File: config.mk
export PLATFORM = sky130hd
export DESIGN_NAME = mult_datapath_flat
export DESIGN_NICKNAME = d
export VERILOG_FILES = /design/src/rtl/mult_pkg.sv /design/src/rtl/mult_datapath_if.sv /design/src/rtl/mult_down_counter.sv /design/src/rtl/mult_datapath.sv /design/src/flat_wrapper.sv
export SDC_FILE = /design/constraint.sdc
export NUM_CORES = 1
export LEC_CHECK = 0
export ABC_AREA = 1
export BUFFER_PORTS_ARGS = -buffer_cell sky130_fd_sc_hd__buf_2
export CORE_MARGIN = 3
export CORE_UTILIZATION = 60
export DETAILED_ROUTE_END_ITERATION = 12
export PLACE_DENSITY_LB_ADDON = 0.05
export SYNTH_ARGS = -nofsm -noshare
export SYNTH_HDL_FRONTEND = slang
export SYNTH_SLANG_ARGS = --single-unit
File: constraint.sdc
create_clock -name clk -period 2.95 [get_ports clk]
set_input_delay 0.295 -clock clk [delete_from_list [all_inputs] [get_ports clk]]
set_output_delay 0.295 -clock clk [all_outputs]
set_load 0.02 [all_outputs]
File: src/rtl/mult_pkg.sv
// Shared definitions for the repeated-addition multiplier (datapath and control FSM).
package mult_pkg;

  localparam int MULT_WIDTH  = 16;
  localparam int MULT_PWIDTH = 2 * MULT_WIDTH;

  // Control strobes issued by the FSM each cycle.
  typedef struct packed {
    logic lda;
    logic ldb;
    logic clrp;
    logic ldp;
    logic decb;
  } strobe_t;

endpackage

File: src/rtl/mult_datapath_if.sv
// Bus between the multiplier control FSM (master) and the datapath (slave).
interface mult_datapath_if
  import mult_pkg::*;
#(
  parameter int WIDTH  = MULT_WIDTH,
  parameter int PWIDTH = MULT_PWIDTH
) ();

  logic [WIDTH-1:0]  data_in;
  strobe_t           strb;
  logic              eqz;
  logic [PWIDTH-1:0] prod;
  logic              ovf;

  modport master (output data_in, strb, input  eqz, prod, ovf);
  modport slave  (input  data_in, strb, output eqz, prod, ovf);

endinterface

File: src/rtl/mult_down_counter.sv
// Multiplier/loop counter B: parallel load, saturating decrement, zero flag.
module mult_down_counter #(
  parameter int WIDTH = 16
) (
  input  logic             clk,
  input  logic             rst_n,
  input  logic             load,
  input  logic             dec,
  input  logic [WIDTH-1:0] din,
  output logic [WIDTH-1:0] cnt,
  output logic             zero
);

  // Decrement that sticks at zero instead of wrapping.
  function automatic logic [WIDTH-1:0] sat_dec(input logic [WIDTH-1:0] x);
    return (x == '0) ? x : x - 1'b1;
  endfunction

  always_ff @(posedge clk or negedge rst_n) begin
    if (!rst_n) begin
      cnt <= '0;
    end else if (load) begin
      cnt <= din;
    end else if (dec) begin
      cnt <= sat_dec(cnt);
    end
  end

  assign zero = (cnt == '0);

endmodule

File: src/rtl/mult_datapath.sv
// Repeated-addition multiplier datapath: A, B (down counter) and accumulator P.
// PWIDTH must be at least WIDTH; below 2*WIDTH the product can wrap and sets ovf.
module mult_datapath
  import mult_pkg::*;
#(
  parameter int WIDTH  = MULT_WIDTH,
  parameter int PWIDTH = MULT_PWIDTH
) (
  input logic            clk,
  input logic            rst_n,
  mult_datapath_if.slave bus
);

  logic [WIDTH-1:0]  a_q;
  logic [WIDTH-1:0]  b_q;
  logic [PWIDTH-1:0] p_q;
  logic              ovf_q;
  logic              eqz;
  logic [PWIDTH:0]   sum;

  // Untruncated P + A; the extra top bit is the carry out of PWIDTH.
  function automatic logic [PWIDTH:0] acc_add(input logic [PWIDTH-1:0] p,
                                              input logic [WIDTH-1:0]  a);
    return {1'b0, p} + {{(PWIDTH + 1 - WIDTH){1'b0}}, a};
  endfunction

  mult_down_counter #(.WIDTH(WIDTH)) u_bcnt (
    .clk   (clk),
    .rst_n (rst_n),
    .load  (bus.strb.ldb),
    .dec   (bus.strb.decb),
    .din   (bus.data_in),
    .cnt   (b_q),
    .zero  (eqz)
  );

  always_ff @(posedge clk or negedge rst_n) begin
    if (!rst_n) begin
      a_q <= '0;
    end else if (bus.strb.lda) begin
      a_q <= bus.data_in;
    end
  end

  assign sum = acc_add(p_q, a_q);

  // eqz here is the pre-edge B, so a zero multiplier never accumulates.
  always_ff @(posedge clk or negedge rst_n) begin
    if (!rst_n) begin
      p_q   <= '0;
      ovf_q <= 1'b0;
    end else if (bus.strb.clrp) begin
      p_q   <= '0;
      ovf_q <= 1'b0;
    end else if (bus.strb.ldp && !eqz) begin
      p_q <= sum[PWIDTH-1:0];
      if (sum[PWIDTH]) begin
        ovf_q <= 1'b1;
      end
    end
  end

  assign bus.eqz  = eqz;
  assign bus.prod = p_q;
  assign bus.ovf  = ovf_q;

endmodule

File: src/flat_wrapper.sv
// flat-port wrapper written by rule: the top's interface ports become plain ports
module mult_datapath_flat import mult_pkg::*;
#(
  parameter int WIDTH  = MULT_WIDTH,
  parameter int PWIDTH = MULT_PWIDTH
)
  (clk, rst_n, bus_data_in, bus_strb, bus_eqz, bus_prod, bus_ovf);
  mult_datapath_if #(.WIDTH(WIDTH), .PWIDTH(PWIDTH)) bus_i ();
  input logic clk;
  input logic rst_n;
  input wire logic [$bits(bus_i.data_in)-1:0] bus_data_in;
  input wire logic [$bits(bus_i.strb)-1:0] bus_strb;
  output wire logic [$bits(bus_i.eqz)-1:0] bus_eqz;
  output wire logic [$bits(bus_i.prod)-1:0] bus_prod;
  output wire logic [$bits(bus_i.ovf)-1:0] bus_ovf;
  assign bus_i.data_in = bus_data_in;
  assign bus_i.strb = bus_strb;
  assign bus_eqz = bus_i.eqz;
  assign bus_prod = bus_i.prod;
  assign bus_ovf = bus_i.ovf;
  mult_datapath #(.WIDTH(WIDTH), .PWIDTH(PWIDTH)) u_core (.clk(clk), .rst_n(rst_n), .bus(bus_i));
endmodule
After elaboration in Yosys (flattened, before gate mapping)
Index checks and enable logic that the tools add are counted.
Widths: inputs -> output; s select.
Cells by class
  reduce and logical (&&, ||, !) cells: 8
  equality and inequality tests: 1
  $add $sub $neg: 2
  multiplexer cells: 8
Operators by type and width (number)
  $mux 32: 2
  $mux 16: 3
  $add 32x16->33: 1
  $logic_not 16->1: 1
  $sub 16x1->16 const B: 1
  $reduce_bool 2->1: 3
  $reduce_and 2->1: 2
  $mux 1: 3
  $ne 2x2->1 const B: 1
  $logic_and 1x1->1: 1
  $logic_not 1->1: 1
Storage, ports and cells
  output and inout port bits: 34
  register bits: 65
  bits of input ports: 23

Depth between registers and ports, before layout
Gate-level depths: netlist (run 1).
  depth in word-level cells: 5
  mapped depth: 14

By module
Synthesis (run 1) repeated with hierarchy kept, for this count alone.
Second synthesis, totals
  cells, all modules: 661
  area, all modules: 4682.0 um2
By module, submodules not included
  mult_datapath: area each 3448.3 um2, times used 1, sequential area each 1226.2 um2, cells an instance 483
  mult_down_counter: area each 1233.7 um2, times used 1, sequential area each 400.4 um2, cells an instance 178

Worst setup path before layout (run 1)
Ideal clock, no wire load.
  kind: register to register
  start point: register u_core.p_q[0] (netlist: u_core.bus.prod[0])
  end point: register u_core.p_q[24] (netlist: u_core.bus.prod[24])
  path slack: 964 ps
  cell stages (with the launch flop): 14
  required time: 2833 ps
  arrival time: 1869 ps
  clock period less this slack: 1986 ps
  cells stage by stage: dfrtp_1 > ha_1 > inv_1 > fa_1 > inv_1 > nand3_1 > nand3_1 > nand2_1 > nand2_1 > nand2_1 > nand2_1 > nand3_1 > nor2_1 > nor2_1
Between the ends
  word-level cells in the longest chain between the ends: 3
Ends and longest elaborated chain
  from (decl): RTL line mult_datapath.sv:16  | logic [PWIDTH-1:0] p_q;
  from (signal assigned): RTL line mult_datapath.sv:56  | p_q <= sum[PWIDTH-1:0];
  $add 32x16->33: RTL line mult_datapath.sv:24  | return {1'b0, p} + {{(PWIDTH + 1 - WIDTH){1'b0}}, a};
  $mux 32: RTL line mult_datapath.sv:55  | end else if (bus.strb.ldp && !eqz) begin
  $mux 32: RTL line mult_datapath.sv:52  | end else if (bus.strb.clrp) begin
Every way passes these cells. The select of a mux whose other input is x is not followed.
A chain may end at the register's enable or synchronous reset.

Final worst setup path (run 1)
Same ends and word-level chain as after synthesis.

==> results of run 1 <==
## critical path, delay by kind of cell (launching register included)
family,cells,cell delay [ns]
adders and majority gates,2,0.56
buffers and inverters,2,0.15
DFF,1,0.38
and+or+nand+nor,10,1.03
## worst max-delay path by stage
stage                     cells after the start                      startpoint                               to
final                                        14  u_core.bus.prod[0]$_DFFE_PN0P_  u_core.bus.prod[24]$_DFFE_PN0P_
after detailed placement                     14  u_core.bus.prod[0]$_DFFE_PN0P_  u_core.bus.prod[24]$_DFFE_PN0P_
after floorplan                              13  u_core.bus.prod[0]$_DFFE_PN0P_  u_core.bus.prod[24]$_DFFE_PN0P_
after global placement                       13  u_core.bus.prod[0]$_DFFE_PN0P_  u_core.bus.prod[24]$_DFFE_PN0P_
after global routing                         14  u_core.bus.prod[0]$_DFFE_PN0P_  u_core.bus.prod[24]$_DFFE_PN0P_
after CTS                                    14  u_core.bus.prod[0]$_DFFE_PN0P_  u_core.bus.prod[24]$_DFFE_PN0P_
## cell usage after synthesis (all sizes together), types with 8 or more instances
cell type  number  share of area
a21oi          31          0.037
dfrtp          65           0.37
ha             18          0.051
inv            71          0.061
mux2           15          0.039
nand2         205           0.18
nand3          47          0.057
nor2           84          0.078
o211ai         11          0.019
o21ai          19          0.022
xnor2           8          0.016
xor2            8          0.016
## power by group through the flow
stage	logic [uW]	registers [uW]	clock network, uW
finish	826	1070	773
floorplan	539	1110	0
global placement	793	1080	0
global route	930	1080	813
detailed placement	809	1080	0
CTS	819	1070	782
## registers in the layout, indices dropped and copies added, names as in the netlist
register / count
u_core.bus.prod: 32
u_core.u_bcnt.cnt: 16
u_core.bus.ovf: 1
u_core.a_q: 16
## layer usage
metal  wire (microns)  vias to the layer above
li1                 -                     2110
met1             5454                     1975
met2             5094                      177
met3              918                       17
met4              192                        0
met5                0                        -
## cell type report
type                    count  area [sq um]  area share
inverters                  72         270.3     0.05461
multi-input cells         472          2431      0.4913
flip-flops and latches     65          1627      0.3287
repair buffers             58         307.8     0.06220
clock inverters             6         65.06     0.01315
clock buffers              10         127.6     0.02579
well taps                  96         120.1     0.02427
## cells by family after synthesis
family                   count (synthesis)  share of synthesized area
AND/OR/NAND/NOR                        357                     0.3442
buffers and inverters                   81                    0.07448
AO/OA/AOI/OAI                           65                    0.08391
flip-flops                              65                     0.3710
adder cells (fa/ha/maj)                 19                    0.05594
XOR/XNOR                                16                    0.03196
multiplexers                            15                    0.03853
## stage by stage
step / utilization / cell area (sq um) / worst slack [ns]
3_3_place_gp: 0.6849 / 4756 / 0.9688
6_report: 0.7126 / 4949 / 0.7420
5_1_grt: 0.7126 / 4949 / 0.5285
3_5_place_dp: 0.6849 / 4756 / 0.8454
4_1_cts: 0.7126 / 4949 / 0.7694
2_1_floorplan: - / 4384 / 0.9645
==> summary.md, run 1 <==
| Metric | Value |
|---|---|
| RSZ-0062 raised after global routing | false |
| Vias in the first global route | 3844 |
| GRT Total Usage | 0.2862 |
| Synth warn | 0 |
| Post-synth EDFFs | 0 |
| Cell mode on critical path | nand2_1 |
| Routed length per placed instance | 14.97 microns |
| Fin crit share | 0.7485 |
| Worst hold slack | between 0.015 and 0.02 ns |
| Slew @ Worst Pin | roughly 0.79 ns |
| Site Rows | 30 |
| Fraction of registers with async set/reset | 1.000 |
| Post-synth design cell area | 4384 sq um |
| Initial antenna violation count | 0 |
| Tightest Hold Check Type | in2async |
| Critical path, cell by cell | ha_1 -> inv_1 -> fa_1 -> inv_1 -> nand3_1 -> nand3_1 -> nand2_1 -> nand2_1 -> nand2_1 -> nand2_1 -> nand3_1 -> nand2_1 -> nand2_1 -> nor2_1 |
| DRC | 0 |
| Vias per inst | 5.493 |
| Cts bufs inserted | 9 |
| Yosys reg bits | 65 |
| Pwr Total | between 2000 and 3000 uW |
| Global-route wire length before repair | 18.98 mm |
| Width of the die | ~91 microns |
| Commonest non-fill, non-tap cell in the layout | nand2_1 |
| DRT iter0 DRCs | 320 |
| Detailed Routing Iterations Pass 1 | 5 |
| Setup Buffers After CTS | 0 |
| Startpoint types | flip-flop |
| Clock power share | 0.290 |
| Leakage | ~0.0026 uW |
| Reg-to-Reg Start | u_core.bus.prod[0]$_DFFE_PN0P_ |
| Max-Slew Margin vs Limit | 0.4742 |
| # resized after CTS | 0 |
| Area Growth Syn to Fin | 12.87% |
| MaxCap Viol Count | 0 |
| Die area | ~8400 sq um |
| Yosys cell types | 34 |
| Grt met2 use | 0.4309 |
| Syn Nets | between 600 and 700 |
| Fmax | between 400 and 500 MHz |
| Via count | roughly 4.3k |
| GRT overflow | 0 |
| Post-synth top flop | dfrtp_1 |
| Critical-path top delay cell | fa_1 |
| Internal | roughly 1700 uW |
| Max Fanout on Critical Path | 4 |
| IO buf count | between 50 and 60 |
| Slew Limit Fails | 0 |
| Number of setup violations in the final report | 0 |
| Detailed placement HPWL | between 9 and 10 mm |
| Placed cell count | 763 |
| Number of routed nets with antenna violations | 0 |
| Hold_buf cts | 0 |
| Register area share after synthesis | 0.3710 |
| Logic pwr share | 0.310 |
| Clk sinks | 65 |
| Final Non-Filler Cells | 779 |
| Die Y | approximately 91 microns |
| Core area | roughly 7000 sq um |
| Final Hold Viols | 0 |
| Ports | 57 |
| Most frequent cells in the layout | 199 x nand2_1, 74 x nor2_1, 67 x inv_1 |
| Post-route clock skew | 0.01476 ns |
| Sw Ratio | 0.3805 |
| Element type at the critical path end | flip-flop |
| Seq pwr share | 0.401 |
| Largest net degree at the start of global routing | 35 |
| Post-synthesis cell count | ~600 |
| Initial Util | 0.6314 |
| Final min period | 2.208 ns |
| Critical R2R Capture | u_core.bus.prod[24]$_DFFE_PN0P_ |
| Fraction of layout instances using a drive strength above 1 | 0.1669 |
| Reg2Reg Depth | 14 |
| Most used routing layer | met2 |
| CTS tree | yes |
| TNS Setup | 0 ns |
| Final WL | 11.66 mm |
| GP Congestion | just over 1 |
| FF-to-FF setup slack | between 0.7 and 0.8 ns |
| Pwr Density | 538.9 nW/um^2 |
| Status | completed |
| CTS Buffer Depth | 2 |
| M3 GR Usage | 0.03563 |
| Diodes inserted | 0 |
| Nets@finish | just over 700 |
| Crit path largest cell delay | 0.39 ns |
| Met1 Use GR | 0.4263 |
| Net switching power figure | 1015 uW |
| Critical Path RT | 3.22 ns |
| Syn_area_per_cell | 7.094 sq um |
| Crit path kind | reg2reg |
| Critical Path AT | between 2 and 2.5 ns |
| Clk pin slew, worst setup/hold paths | 0.09 ns |
| Clock latency on the worst-skew pair | 0.35 ns |
| IR drop worst, VDD | around 0.00037 V |
| CTS root buf | clkbuf_8 |
| Clock H-tree levels | 3 |
| Filler cell count | between 500 and 600 |
No activity file was read; power rests on OpenSTA's default activity.
==> run 2: changes to the inputs <==
Settings changed: CORE_UTILIZATION 60 to 53.
Clock period 2.95 ns to 1.97 ns, I/O delays scaled along.
==> run 2 against run 1 <==
  * Die area is 12% higher
  * Hold slack better by 0.032 ns
  * Sequential share of layout area is 2.7 points lower
  * Via count is 0.68% higher
  * Critical path depth is 8 lower
  * Final cell count is 3.3% higher
  * Routed wire length is 3.2% higher
  * Total power is 62% higher
  * Non-clock buffer count is 20 higher
  * Highest routed layer unchanged
  * Global-route usage is 2.7 points lower
  * Sequential power is 51% higher
==> summary.md, run 2 (synthesized netlist as in run 1, its figures left out) <==
| Metric | Value |
|---|---|
| Nets@finish | 740 (+2.8%) |
| Final Hold Viols | 0 (unchanged) |
| Routed length per placed instance | 14.94 microns (-0.16%) |
| GP Congestion | 0.9299 (-9.2%) |
| Crit path largest cell delay | 0.42 ns (+0.03 ns) |
| Max Fanout on Critical Path | 4 (unchanged) |
| Width of the die | 96.95 microns (+6.0%) |
| Critical-path top delay cell | dfrtp_1 |
| Global-route wire length before repair | 19.93 mm (+5.0%) |
| Fraction of layout instances using a drive strength above 1 | 0.2560 (+0.08913) |
| DRT iter0 DRCs | 259 (-19%) |
| Core area | 7888 sq um (+14%) |
| Most frequent cells in the layout | 186 x nand2_1, 67 x nor2_1, 64 x inv_1, 64 x dfrtp_1, 56 x buf_2 |
| Clock latency on the worst-skew pair | 0.35 ns (about the same) |
| Clk sinks | 65 (unchanged) |
| Number of setup violations in the final report | 0 (unchanged) |
| IR drop worst, VDD | 0.0003916 V (+6.8%) |
| Site Rows | 32 (+6.7%) |
| Area Growth Syn to Fin | 22.95% |
| DRC | 0 (unchanged) |
| Pwr Density | 802.5 nW/um^2 (+49%) |
| CTS Buffer Depth | 2 (unchanged) |
| Commonest non-fill, non-tap cell in the layout | nand2_1 |
| Detailed placement HPWL | 9.186 mm (+1.9%) |
| Final Non-Filler Cells | 805 (+3.3%) |
| Pre-CTS setup slack | 0.001683 ns (-0.8437 ns) |
| Detailed Routing Iterations Pass 1 | 5 (unchanged) |
| Clock H-tree levels | 3 (unchanged) |
| Vias in the first global route | 4043 (+5.2%) |
| CTS tree | yes |
| Cell area after layout | 5390 sq um (+8.9%) |
| Final min period | between 1.5 and 2 ns |
| Clk pin slew, worst setup/hold paths | 0.07 ns (-0.02 ns) |
| Fin crit share | 0.9382 |
| Element type at the critical path end | output port |
| Initial antenna violation count | 0 (unchanged) |
| Critical path, cell by cell | nor2_1 -> inv_1 -> nor2_1 -> inv_1 -> nor4_1 -> buf_2 |
| Number of routed nets with antenna violations | 0 (unchanged) |
| Final WL | 12.03 mm (+3.2%) |
| Die area | 9399 sq um (+12%) |
| Slew @ Worst Pin | 0.3805 ns (-0.4082 ns) |
| CTS root buf | clkbuf_8 |
| Startpoint types | flip-flop |
| Crit path kind | reg2out |
| Status | completed |
| Critical Path RT | 1.77 ns (-1.45 ns) |
| MaxCap Viol Count | 0 (unchanged) |
| Slew Limit Fails | 0 (unchanged) |
| DP Area | 4912 sq um (+3.3%) |
| Placed cell count | 787 (+3.1%) |
| Diodes inserted | 0 (unchanged) |
| Cts bufs inserted | 9 (unchanged) |
| Final WS setup | 0.1218 ns (-0.6203 ns) |
| Ports | 57 (unchanged) |
| Max reg flops | 32 (unchanged) |
| Tightest Hold Check Type | in2reg |
| Post-route clock skew | 0.01270 ns (-0.002057 ns) |
| RSZ-0062 raised after global routing | true |
| Leakage | 0.002681 uW (+4.9%) |
| Max-Slew Margin vs Limit | 0.7463 (+0.2721) |
| Worst hold slack | 0.04938 ns (+0.03181 ns) |
| IO buf count | 56 (unchanged) |
| TNS Setup | 0 ns (unchanged) |
| Largest net degree at the start of global routing | 66 (+89%) |
| Initial Util | 0.5558 (-0.07551) |
| GRT overflow | 0 (unchanged) |
| Vias per inst | 5.352 (-2.6%) |
| Via count | 4308 (+0.68%) |
| Critical Path AT | 1.65 ns (-0.83 ns) |
| Die Y | 96.95 microns (+6.0%) |
| Fmax | 541.1 MHz |
| GRT Total Usage | 0.2594 (-0.02684) |
-- run 2: changes by cell type in the layout (fill, tap and decap cells not counted), moves of 5 or more --
cell,change
buf_4,+18
ha_1,-15
nand2_1,-13
nand2_2,+13
ha_4,+10
nand3_1,-8
nand3_2,+8
nor2_1,-7
nor2_2,+6
ha_2,+5
-- run 2: final timing paths --
path	from	endpoint	slack, ns	depth (start not counted)
worst max-delay path	u_core.u_bcnt.cnt[12]$_DFFE_PN0P_	bus_eqz	0.12	6
min in group asynchronous	rst_n	u_core.u_bcnt.cnt[6]$_DFFE_PN0P_	0.40	3
worst min register to register	u_core.bus.ovf$_DFFE_PN0P_	u_core.bus.ovf$_DFFE_PN0P_	0.52	2
worst min-delay path	bus_strb[2]	u_core.bus.ovf$_DFFE_PN0P_	0.05	2
max in group asynchronous	rst_n	u_core.bus.prod[25]$_DFFE_PN0P_	1.26	3
worst max register to register	u_core.bus.prod[0]$_DFFE_PN0P_	u_core.bus.prod[24]$_DFFE_PN0P_	0.12	14
-- run 2: critical path, delay by kind of cell (launching register included) --
kind / cells / cell delay, ns
flops: 1 / 0.42
buf+inv: 3 / 0.35
simple gates: 3 / 0.54
-- run 2: where the power goes --
part / total (uW) / internal, uW / switching (uW)
Sequential: 1620 / 1460 / 153
Combinational: 1480 / 594 / 887
Clock: 1230 / 714 / 513
Total: 4330 / 2770 / 1550
-- run 2: what timing repair did --
item                                    CTS  global route
hold buffers                              1             0
pin swaps                                 0             1
resized for setup                         3            52
endpoints found under the hold margin    65             0
endpoints found under the setup margin    5            43
setup buffers                             0             1
-- run 2: per-layer routing --
| metal | track usage | wire length (microns) |
|---|---|---|
| met1 | 0.3972 | 6001 |
| met2 | 0.3790 | 5088 |
| met3 | 0.04326 | 787 |
| met4 | 0.06587 | 151 |
| met5 | 0 | 0 |
-- run 2: metrics by stage --
step,utilization,power (uW)
final,0.6834,4325
after global routing,0.6834,4603
after CTS,0.6513,4152
after detailed placement,0.6228,2916
after global placement,0.6228,2896
after floorplan,-,2466
-- run 2: area by class of cell --
| type | count | area [sq um] |
|---|---|---|
| Clock buffer | 13 | 138.9 |
| Multi-Input combinational cell | 472 | 2683 |
| Fill cell | 695 | 2497 |
| Tap cell | 102 | 127.6 |
| Inverter | 72 | 275.3 |
| Sequential cell | 65 | 1628 |
| Clock inverter | 3 | 65.06 |
| Timing Repair Buffer | 78 | 473.0 |
